`config.mk`:
```
export PLATFORM = sky130hd
export DESIGN_NAME = add_pipe2
export DESIGN_NICKNAME = d
export VERILOG_FILES = /design/src/rtl/add_pipe2.sv
export SDC_FILE = /design/constraint.sdc
export NUM_CORES = 1
export LEC_CHECK = 0
export CORE_MARGIN = 4
export CORE_UTILIZATION = 45
export CTS_BUF_LIST = sky130_fd_sc_hd__clkbuf_4
export CTS_CLUSTER_SIZE = 14
export DETAILED_ROUTE_END_ITERATION = 10
export GPL_ROUTABILITY_DRIVEN = 0
export GPL_TIMING_DRIVEN = 0
export PLACE_DENSITY = 0.77
export SLEW_MARGIN = 10
export SYNTH_ARGS = -nofsm -noshare
export SYNTH_HDL_FRONTEND = slang
export SYNTH_SLANG_ARGS = --single-unit
```
`constraint.sdc`:
```
create_clock -name clk -period 4.4 [get_ports clk]
set_input_delay 1.32 -clock clk [delete_from_list [all_inputs] [get_ports clk]]
set_output_delay 1.32 -clock clk [all_outputs]
set_load 0.02 [all_outputs]
```
`src/rtl/add_pipe2.sv`:
```
// Two-stage pipelined operand-pair adder with valid/ready on both sides.
// Build option: define ADD_PIPE2_SAT_EN to saturate out_sum to all ones on carry-out.
module add_pipe2 #(
  parameter int unsigned DW    = 4,
  parameter int unsigned CNT_W = 8
) (
  input  logic             clk,
  input  logic             rstn,
  input  logic             in_valid,
  output logic             in_ready,
  input  logic [DW-1:0]    in_a,
  input  logic [DW-1:0]    in_b,
  output logic             out_valid,
  input  logic             out_ready,
  output logic [DW-1:0]    out_sum,
  output logic             out_carry,
  output logic [CNT_W-1:0] out_cnt
);

  // Occupancy encoded as {s1_v, s2_v}
  typedef enum logic [1:0] {
    EMPTY = 2'b00,
    TAIL  = 2'b01,
    HEAD  = 2'b10,
    FULL  = 2'b11
  } occ_t;

  occ_t          state;
  occ_t          state_nxt;
  logic          s1_v;
  logic          s2_v;
  logic          s1_adv;
  logic          s2_adv;
  logic          in_xfer;
  logic          out_xfer;
  logic [DW-1:0] s1_a;
  logic [DW-1:0] s1_b;
  logic [DW:0]   sum_w;
  logic [DW-1:0] sum_d;

  assign s1_v = state[1];
  assign s2_v = state[0];

  // Occupancy register
  always_ff @(posedge clk or negedge rstn) begin
    if (!rstn) state <= EMPTY;
    else       state <= state_nxt;
  end

  // Advance rules and occupancy next state
  always_comb begin
    s2_adv    = 1'b0;
    s1_adv    = 1'b0;
    state_nxt = state;
    s2_adv    = !s2_v || out_ready;
    s1_adv    = !s1_v || s2_adv;
    case (state)
      EMPTY:   state_nxt = in_valid ? HEAD : EMPTY;
      HEAD:    state_nxt = in_valid ? FULL : TAIL;
      TAIL: begin
        if (out_ready) state_nxt = in_valid ? HEAD : EMPTY;
        else           state_nxt = in_valid ? FULL : TAIL;
      end
      FULL: begin
        if (out_ready) state_nxt = in_valid ? FULL : TAIL;
        else           state_nxt = FULL;
      end
      default: state_nxt = EMPTY;
    endcase
  end

  assign in_ready  = s1_adv;
  assign out_valid = s2_v;
  assign in_xfer   = in_valid && s1_adv;
  assign out_xfer  = s2_v && out_ready;

  // Stage 1 operand capture
  always_ff @(posedge clk or negedge rstn) begin
    if (!rstn) begin
      s1_a <= '0;
      s1_b <= '0;
    end else if (in_xfer) begin
      s1_a <= in_a;
      s1_b <= in_b;
    end
  end

  assign sum_w = {1'b0, s1_a} + {1'b0, s1_b};

`ifdef ADD_PIPE2_SAT_EN
  assign sum_d = sum_w[DW] ? {DW{1'b1}} : sum_w[DW-1:0];
`else
  assign sum_d = sum_w[DW-1:0];
`endif

  // Stage 2 result register; holds during a stall
  always_ff @(posedge clk or negedge rstn) begin
    if (!rstn) begin
      out_sum   <= '0;
      out_carry <= 1'b0;
    end else if (s2_adv && s1_v) begin
      out_sum   <= sum_d;
      out_carry <= sum_w[DW];
    end
  end

  // Completed output transfers, wrapping
  always_ff @(posedge clk or negedge rstn) begin
    if (!rstn)         out_cnt <= '0;
    else if (out_xfer) out_cnt <= out_cnt + CNT_W'(1);
  end

endmodule

```
==> results of run 1 <==
==> sequential cells by signal (all words and copies together) (netlist names) <==
name,flops
out_sum,4
out_carry,1
state,2
s1_b,4
out_cnt,8
s1_a,4
==> critical path: stages <==
cell             delay (ns)
clkdlybuf4s50_1        0.58
nand3b_1               0.20
clkdlybuf4s50_1        0.63
==> cell usage after synthesis (all sizes together), types with 2 or more instances <==
master / number
ha: 5
nand3: 4
inv: 3
mux2: 11
a21oi: 2
dfrtp: 23
nand2: 5
o21ai: 5
xnor2: 7
==> routing by layer <==
metal	up-vias	track usage [%]	routed length [um]
li1	339	-	-
met5	-	0	0
met1	333	15.20	820
met3	2	2.299	63
met4	0	7.119	22
met2	9	21.20	927
==> logic make-up (layout without fill, tap and decap cells) <==
group                    count (synthesis)  in the layout  share of synthesized area (%)
flip-flops                              23             23                          54.83
AND/OR/NAND/NOR                         19             19                          12.28
multiplexers                            11             11                          11.80
AO/OA/AOI/OAI                           10             10                          5.483
XOR/XNOR                                 8              8                          6.675
adder cells (fa/ha/maj)                  6              6                          7.867
buffers and inverters                    3             33                          1.073
==> worst max path at each step <==
stage | to | slack, ns
2_1_floorplan | in_ready | 1.47
3_3_place_gp | in_ready | 0.37
3_5_place_dp | in_ready | 0.34
4_1_cts | in_ready | 0.34
5_1_grt | in_ready | 0.30
6_report | in_ready | 0.34
==> cell type report <==
class / instances / area [um^2] / area share (%)
well taps: 28 / 35.03 / 2.552
clock buffers: 3 / 22.52 / 1.641
clock inverters: 1 / 5.005 / 0.3646
repair buffers: 26 / 260.3 / 18.96
multi-input cells: 54 / 462.9 / 33.73
inverters: 3 / 11.26 / 0.8204
flip-flops and latches: 23 / 575.6 / 41.93
==> power by group <==
group | internal (mW) | leakage (nW) | switching [mW]
Combinational | 0.168 | 0.305 | 0.149
Sequential | 0.273 | 0.270 | 0.0522
Clock | 0.0339 | 0.0177 | 0.0609
==> stage by stage <==
stage | instances | area [um^2] | utilization [%] | hold slack (ns)
floorplan | 80 | 1050 | - | 0.4786
global placement | 134 | 1345 | 60.80 | 0.4554
detailed placement | 134 | 1345 | 60.80 | 0.4565
CTS | 138 | 1373 | 62.05 | 0.4769
global route | 138 | 1373 | 62.05 | 0.4954
finish | 138 | 1373 | 62.05 | 0.4718
==> results.py, run 1 <==
metrics = {
    "worst_setup_path": {
        "required_ns": 3.08,
        "setup.worst_path.class": "in -> out",
        "critPathLaunchType": "input pin",
        "critPathMaxFanout": 7,
        "reg2reg_from": "s1_a[0]",
        "timing.rr.end": "out_carry",
        "worstRegToRegCells": 5,
        "crit_path_end_kind": "output port",
        "critPathLaunch": "out_ready",
        "reg2reg_setup_slack_ns": 2.85,
        "arrival_ns": 2.74,
    },
    "die": {
        "placement_rows": 17,
        "fp.dieArea_um2": 3170,
        "dieWidth_um": 56.30,
        "fp.dieH_um": 56.30,
        "io_pins": 27,
        "core_um2": 2212,
        "initial_core_util_pct": 47.45,
    },
    "sta": {
        "tightest_slew_ns": 1.002,
        "finalSetupViolations": 0,
        "fin_ws_ns": 0.3443,
        "period_needed_ns": 4.056,
        "rsz0062_at_grt": "no",
        "drv_slew": 0,
        "relSlewSlack_pct": 33.01,
        "setup_tns_ns": 0,
        "finalHoldViolations": 0,
        "skew_ns": 0.001003,
        "fin_crit_sh_pct": 92.17,
        "fmax_mhz": 246.6,
    },
    "synth": {
        "synth_area_leaders": "dfrtp_1 55%, mux2_2 12%, ha_1 6.0%, xnor2_1 5.8%, o21ai_0 2.4%",
        "synth_area_um2": 1050,
        "syn-mean-instance-area_um2": 13.12,
        "yosys_warnings": 0,
        "synthCells": 80,
        "synth_ff_type": "dfrtp_1",
        "ys_seq_area_share_pct": 54.83,
        "synth_edf_count": 0,
        "ys_seq_elements": 23,
        "synth_top_area_share_pct": 54.83,
        "async_reset_ff_share_pct": 100.0,
        "syn_nets": 98,
        "yosysTopAreaCell": "dfrtp_1",
        "synth_cell_type_count": 25,
    },
    "clock_tree": {
        "cts_resized": 0,
        "ctsHoldBuffers": 0,
        "cts_made_buffers": 3,
        "clock_latency_ns": 0.30,
        "cts_root_buf": "clkbuf_4",
        "clkTransAtPathRegs_ns": 0.12,
        "cts.htree.levels": 1,
        "cts.sinks": 23,
        "cts_tree": "done",
        "cts_setup_buffers": 0,
        "clk_path_buf_depth": 2,
    },
    "layout": {
        "n_antenna_cell": 0,
        "final_cell_mix": "26 x clkdlybuf4s50_1, 23 x dfrtp_1, 11 x mux2_2, 7 x xnor2_1",
        "layout_commonest_cell": "clkdlybuf4s50_1",
        "areaGrowthSynthToFinish_pct": 30.75,
        "fillers": 183,
        "drive_gt1_share_pct": 15.45,
        "fin_nets": 129,
    },
    "grt": {
        "grt-ovfl-total": 0,
        "grt_pass1_vias": 721,
        "grtUsageTotal_pct": 12.66,
        "grt_max_degree": 24,
        "grt_first_pass_wirelength_um": 3180,
        "antenna_found_initial": 0,
    },
    "placed_design": {
        "post-dp-hpwl_um": 1449,
        "dpl_worst_slack_ns": 0.3450,
        "numPortBuffers": 26,
    },
    "power_and_ir_drop": {
        "ir_drop_mv": 0.3130,
        "power.total_mw": 0.7370,
        "powerDensity_nw_per_um2": 537.0,
        "power_leakage_nw": 0.5929,
    },
    "min_path": {
        "min_delay_worst_endpoint": "out_cnt[7]",
        "hp-start": "out_cnt[7]",
        "hp-class": "reg -> reg",
        "hold_depth": 1,
    },
    "drt": {
        "drtIter0Drc": 6,
        "routed_wl_um": 1834,
        "vias": 683,
        "drt-wirelength-per-cell_um": 13.29,
        "via_per_inst": 4.949,
        "firstDrtPassIters": 2,
        "antenna_left": 0,
        "drcViolationCount": 0,
    },
    "run": {
        "drv_cap": 0,
    },
    "outcome": {
        "status": "finished clean",
    },
}
No activity file was read; power rests on OpenSTA's default activity.
==> inputs of run 2 (changes only) <==
--- a/config.mk
+++ b/config.mk
@@ -6,13 +6,13 @@
 export NUM_CORES = 1
 export LEC_CHECK = 0
 export CORE_MARGIN = 4
-export CORE_UTILIZATION = 45
+export CORE_UTILIZATION = 30
 export CTS_BUF_LIST = sky130_fd_sc_hd__clkbuf_4
 export CTS_CLUSTER_SIZE = 14
 export DETAILED_ROUTE_END_ITERATION = 10
 export GPL_ROUTABILITY_DRIVEN = 0
 export GPL_TIMING_DRIVEN = 0
-export PLACE_DENSITY = 0.77
+export PLACE_DENSITY = 0.56
 export SLEW_MARGIN = 10
 export SYNTH_ARGS = -nofsm -noshare
 export SYNTH_HDL_FRONTEND = slang
==> results.py, run 2 (same netlist as run 1, synthesis figures left out) <==
metrics = {
    "die": {
        "fp.dieArea_um2": 4510,
        "dieWidth_um": 67.16,
        "fp.dieH_um": 67.16,
        "initial_core_util_pct": 31.21,
        "core_um2": 3363,
        "io_pins": 27,
        "placement_rows": 21,
    },
    "power_and_ir_drop": {
        "net-switching-power_mw": 0.2630,
        "power_leakage_nw": 0.5929,
        "powerDensity_nw_per_um2": 529.6,
        "p_seq_share_pct": 44.2,
        "switching_share_pct": 35.60,
        "ir_drop_mv": 0.1307,
        "power.share.clock_pct": 12.9,
        "pwr-share-comb_pct": 42.8,
        "intPower_mw": 0.4758,
    },
    "drt": {
        "firstDrtPassIters": 4,
        "via_per_inst": 4.519,
        "drcViolationCount": 0,
        "routed_wl_um": 1819,
        "drtIter0Drc": 13,
        "antenna_left": 0,
        "drt-wirelength-per-cell_um": 11.66,
        "vias": 705,
    },
    "sta": {
        "finalHoldViolations": 0,
        "period_needed_ns": 4.031,
        "finalSetupViolations": 0,
        "skew_ns": 0.006056,
        "rsz0062_at_grt": "no",
        "drv_slew": 0,
        "fmax_mhz": 248.1,
        "setup_tns_ns": 0,
        "holdWs_ns": 0.5080,
        "fin_crit_sh_pct": 91.60,
        "relSlewSlack_pct": 33.14,
        "tightest_slew_ns": 0.9997,
    },
    "layout": {
        "fin_nets": 129,
        "layout_commonest_cell": "clkdlybuf4s50_1",
        "fin_util_pct": 41.48,
        "layoutNonFillerInstCount": 156,
        "largest_register_ffs": 8,
        "final_cell_mix": "26 x clkdlybuf4s50_1, 23 x dfrtp_1, 11 x mux2_2, 7 x xnor2_1",
        "n_antenna_cell": 0,
        "regMostFlops": "out_cnt",
        "drive_gt1_share_pct": 15.45,
        "finalInstanceArea_um2": 1395,
        "areaGrowthSynthToFinish_pct": 32.90,
    },
    "grt": {
        "grtUsageTotal_pct": 8.963,
        "grt-ovfl-total": 0,
        "grt_first_pass_wirelength_um": 3036,
        "grt_pass1_vias": 721,
        "grt_max_degree": 24,
        "antenna_found_initial": 0,
    },
    "worst_setup_path": {
        "critPathLaunch": "out_ready",
        "setup.worst_path.class": "in -> out",
        "crit_top_cell": "clkdlybuf4s50_1",
        "required_ns": 3.08,
        "crit_path_end_kind": "output port",
        "slowest_delay_ns": 0.62,
        "reg2reg_from": "s1_a[0]",
        "crit_path_top_delay_cell": "clkdlybuf4s50_1",
        "arrival_ns": 2.71,
        "critPathLaunchType": "input pin",
        "critPathMaxFanout": 7,
        "critPathBufInv": 2,
        "cp_cell_sequence": "clkdlybuf4s50_1 > nand3b_1 > clkdlybuf4s50_1",
        "cp_top_family": "buffers and inverters",
    },
    "run": {
        "drv_cap": 0,
    },
    "placed_design": {
        "dp_cells": 152,
        "post-dp-hpwl_um": 1439,
        "numPortBuffers": 26,
        "dpl-instance-area_um2": 1368,
    },
    "clock_tree": {
        "cts_root_buf": "clkbuf_4",
        "cts_tree": "done",
        "cts_made_buffers": 3,
        "cts_setup_buffers": 0,
        "cts_resized": 0,
        "cts.sinks": 23,
        "clkTransAtPathRegs_ns": 0.12,
        "clock_latency_ns": 0.31,
        "cts.htree.levels": 1,
        "clk_path_buf_depth": 2,
        "ctsHoldBuffers": 0,
    },
    "min_path": {
        "hp-start": "out_cnt[7]",
        "hp-class": "reg -> reg",
    },
    "outcome": {
        "status": "finished clean",
    },
}
run 2: cell counts in the layout (fill, tap and decap cells not counted):
No cell type changed its count.
run 2: final timing paths:
kind                         endpoint  slack [ns]  cells after the start
max                          in_ready        0.37                      3
min                        out_cnt[7]        0.51                      1
max reg2reg                 out_carry        2.89                      5
min reg2reg                out_cnt[7]        0.51                      1
max in group asynchronous     s1_b[1]        2.25                      1
min in group asynchronous  out_cnt[4]        1.55                      1
run 2: cell type report:
cell class	count	area, um^2
inverters	3	11.26
fillers	358	1968
well taps	46	57.56
clock inverters	1	5.005
clock buffers	3	22.52
flip-flops and latches	23	575.6
repair buffers	26	260.3
multi-input cells	54	462.9
run 2: metrics by stage:
stage                     total power, mW  setup slack, ns
after floorplan                    0.5047            1.470
after global placement             0.6475           0.3646
after detailed placement           0.6550           0.3658
after CTS                          0.7543           0.3573
after global routing               0.7942           0.2833
final                              0.7388           0.3694
run 2: power by group through the flow:
| stage | logic (mW) | registers, mW | clock network [mW] |
|---|---|---|---|
| 3_5_place_dp | 0.322 | 0.333 | 0 |
| 3_3_place_gp | 0.317 | 0.330 | 0 |
| 2_1_floorplan | 0.119 | 0.386 | 0 |
| 4_1_cts | 0.323 | 0.328 | 0.103 |
| 5_1_grt | 0.343 | 0.338 | 0.114 |
| 6_report | 0.316 | 0.327 | 0.0956 |
run 2: metal layers:
layer	GRT usage (%)	vias up	wire length (um)	part of all wire, %
li1	-	343	-	-
met1	10.27	334	844	46
met2	15.46	24	849	47
met3	2.662	4	103	5.7
met4	3.797	0	22	1.2
met5	0	-	0	0
==> inputs of run 3 (changes only) <==
--- a/config.mk
+++ b/config.mk
@@ -7,11 +7,10 @@
 export LEC_CHECK = 0
 export CORE_MARGIN = 4
 export CORE_UTILIZATION = 30
-export CTS_BUF_LIST = sky130_fd_sc_hd__clkbuf_4
-export CTS_CLUSTER_SIZE = 14
+export CTS_BUF_LIST = sky130_fd_sc_hd__clkbuf_2 sky130_fd_sc_hd__clkbuf_4 sky130_fd_sc_hd__clkbuf_8
+export CTS_CLUSTER_SIZE = 8
 export DETAILED_ROUTE_END_ITERATION = 10
 export GPL_ROUTABILITY_DRIVEN = 0
-export GPL_TIMING_DRIVEN = 0
 export PLACE_DENSITY = 0.56
 export SLEW_MARGIN = 10
 export SYNTH_ARGS = -nofsm -noshare
==> results.py, run 3 (same netlist as run 1, synthesis figures left out) <==
metrics = {
    "sta": {
        "skew_ns": 0.003127,
        "fmax_mhz": 249.4,
        "drv_slew": 0,
        "setup_tns_ns": 0,
        "period_needed_ns": 4.010,
        "fin_crit_sh_pct": 91.13,
        "finalHoldViolations": 0,
        "relSlewSlack_pct": 30.59,
        "rsz0062_at_grt": "no",
        "finalSetupViolations": 0,
        "tightest_slew_ns": 1.038,
        "fin_ws_ns": 0.3903,
    },
    "clock_tree": {
        "cts.htree.levels": 1,
        "ctsHoldBuffers": 0,
        "clock_latency_ns": 0.31,
        "cts_resized": 0,
        "cts.sinks": 23,
        "cts_setup_buffers": 0,
        "clk_path_buf_depth": 2,
        "cts_made_buffers": 3,
        "cts_root_buf": "clkbuf_4",
        "cts_tree": "done",
        "clkTransAtPathRegs_ns": 0.12,
    },
    "drt": {
        "drt-wirelength-per-cell_um": 12.08,
        "via_per_inst": 4.494,
        "routed_wl_um": 1885,
        "antenna_left": 0,
        "drcViolationCount": 0,
        "drtIter0Drc": 9,
        "vias": 701,
        "firstDrtPassIters": 2,
    },
    "placed_design": {
        "dpl_worst_slack_ns": 0.3869,
        "post-dp-hpwl_um": 1490,
        "numPortBuffers": 26,
    },
    "grt": {
        "grtUsageTotal_pct": 9.758,
        "grt-ovfl-total": 0,
        "grt_pass1_vias": 739,
        "grt_max_degree": 24,
        "grt_first_pass_wirelength_um": 3325,
        "antenna_found_initial": 0,
    },
    "layout": {
        "areaGrowthSynthToFinish_pct": 33.13,
        "fin_nets": 129,
        "regMostFlops": "out_cnt",
        "drive_gt1_share_pct": 15.45,
        "largest_register_ffs": 8,
        "layout_commonest_cell": "clkdlybuf4s50_1",
        "final_cell_mix": "26 x clkdlybuf4s50_1, 23 x dfrtp_1, 11 x mux2_2, 7 x xnor2_1",
        "n_antenna_cell": 0,
    },
    "worst_setup_path": {
        "critPathMaxFanout": 7,
        "setup.worst_path.class": "in -> out",
        "worstRegToRegCells": 5,
        "arrival_ns": 2.69,
        "crit_path_end_kind": "output port",
        "cp_cell_sequence": "clkdlybuf4s50_1 > nand3b_1 > clkdlybuf4s50_1",
        "critPathLaunchType": "input pin",
        "crit_path_top_delay_cell": "clkdlybuf4s50_1",
        "crit_top_cell": "clkdlybuf4s50_1",
        "slowest_delay_ns": 0.62,
        "crit_cells": 3,
        "critPathBufInv": 2,
        "cp_top_family": "buffers and inverters",
        "required_ns": 3.08,
    },
    "outcome": {
        "status": "finished clean",
    },
    "die": {
        "initial_core_util_pct": 31.21,
        "placement_rows": 21,
        "core_um2": 3363,
        "fp.dieH_um": 67.16,
        "fp.dieArea_um2": 4510,
        "dieWidth_um": 67.16,
        "io_pins": 27,
    },
    "power_and_ir_drop": {
        "powerDensity_nw_per_um2": 534.1,
        "power_leakage_nw": 0.5936,
        "ir_drop_mv": 0.1474,
    },
    "min_path": {
        "hold_depth": 1,
        "hp-class": "reg -> reg",
    },
    "run": {
        "drv_cap": 0,
    },
}
-- run 3: worst register-to-register path: cells and delay by family, from the launching register on --
family          cells  cell delay (ns)
fa+ha+maj           2             0.64
flops               1             0.40
compound gates      3             0.37
-- run 3: layout make-up --
| class | instances | area, um^2 |
|---|---|---|
| Multi-Input combinational cell | 54 | 462.9 |
| Fill cell | 359 | 1966 |
| Timing Repair Buffer | 26 | 260.3 |
| Sequential cell | 23 | 575.6 |
| Clock buffer | 4 | 30.03 |
| Inverter | 3 | 11.26 |
| Tap cell | 46 | 57.56 |
-- run 3: stage by stage --
stage / cells / util [%] / total power [mW] / instance area (um^2) / hold slack (ns)
2_1_floorplan: 80 / - / 0.5047 / 1050 / 0.4786
3_3_place_gp: 152 / 40.66 / 0.6484 / 1368 / 0.4684
3_5_place_dp: 152 / 40.66 / 0.6575 / 1368 / 0.4738
4_1_cts: 156 / 41.56 / 0.7646 / 1398 / 0.4956
5_1_grt: 156 / 41.56 / 0.8016 / 1398 / 0.5398
6_report: 156 / 41.56 / 0.7464 / 1398 / 0.4903
-- run 3: power breakdown --
part	internal [mW]	switching, mW
clock	0.0416	0.0597
combinational	0.169	0.149
sequential	0.274	0.0539
-- run 3: final timing paths --
check | startpoint | to | slack [ns]
max in group asynchronous | rstn | state[1] | 2.21
max | out_ready | in_ready | 0.39
min reg2reg | out_cnt[7] | out_cnt[7] | 0.49
min | out_cnt[7] | out_cnt[7] | 0.49
max reg2reg | s1_a[0] | out_carry | 2.88
min in group asynchronous | rstn | out_cnt[3] | 1.56
-- run 3: per-layer routing --
metal  up-vias  track usage (%)  share of wire (%)
met5         -                0                  0
met4         0            4.557                1.9
met3         5            2.662                6.9
met2        25            16.32                 45
met1       327            11.59                 46
li1        344                -                  -
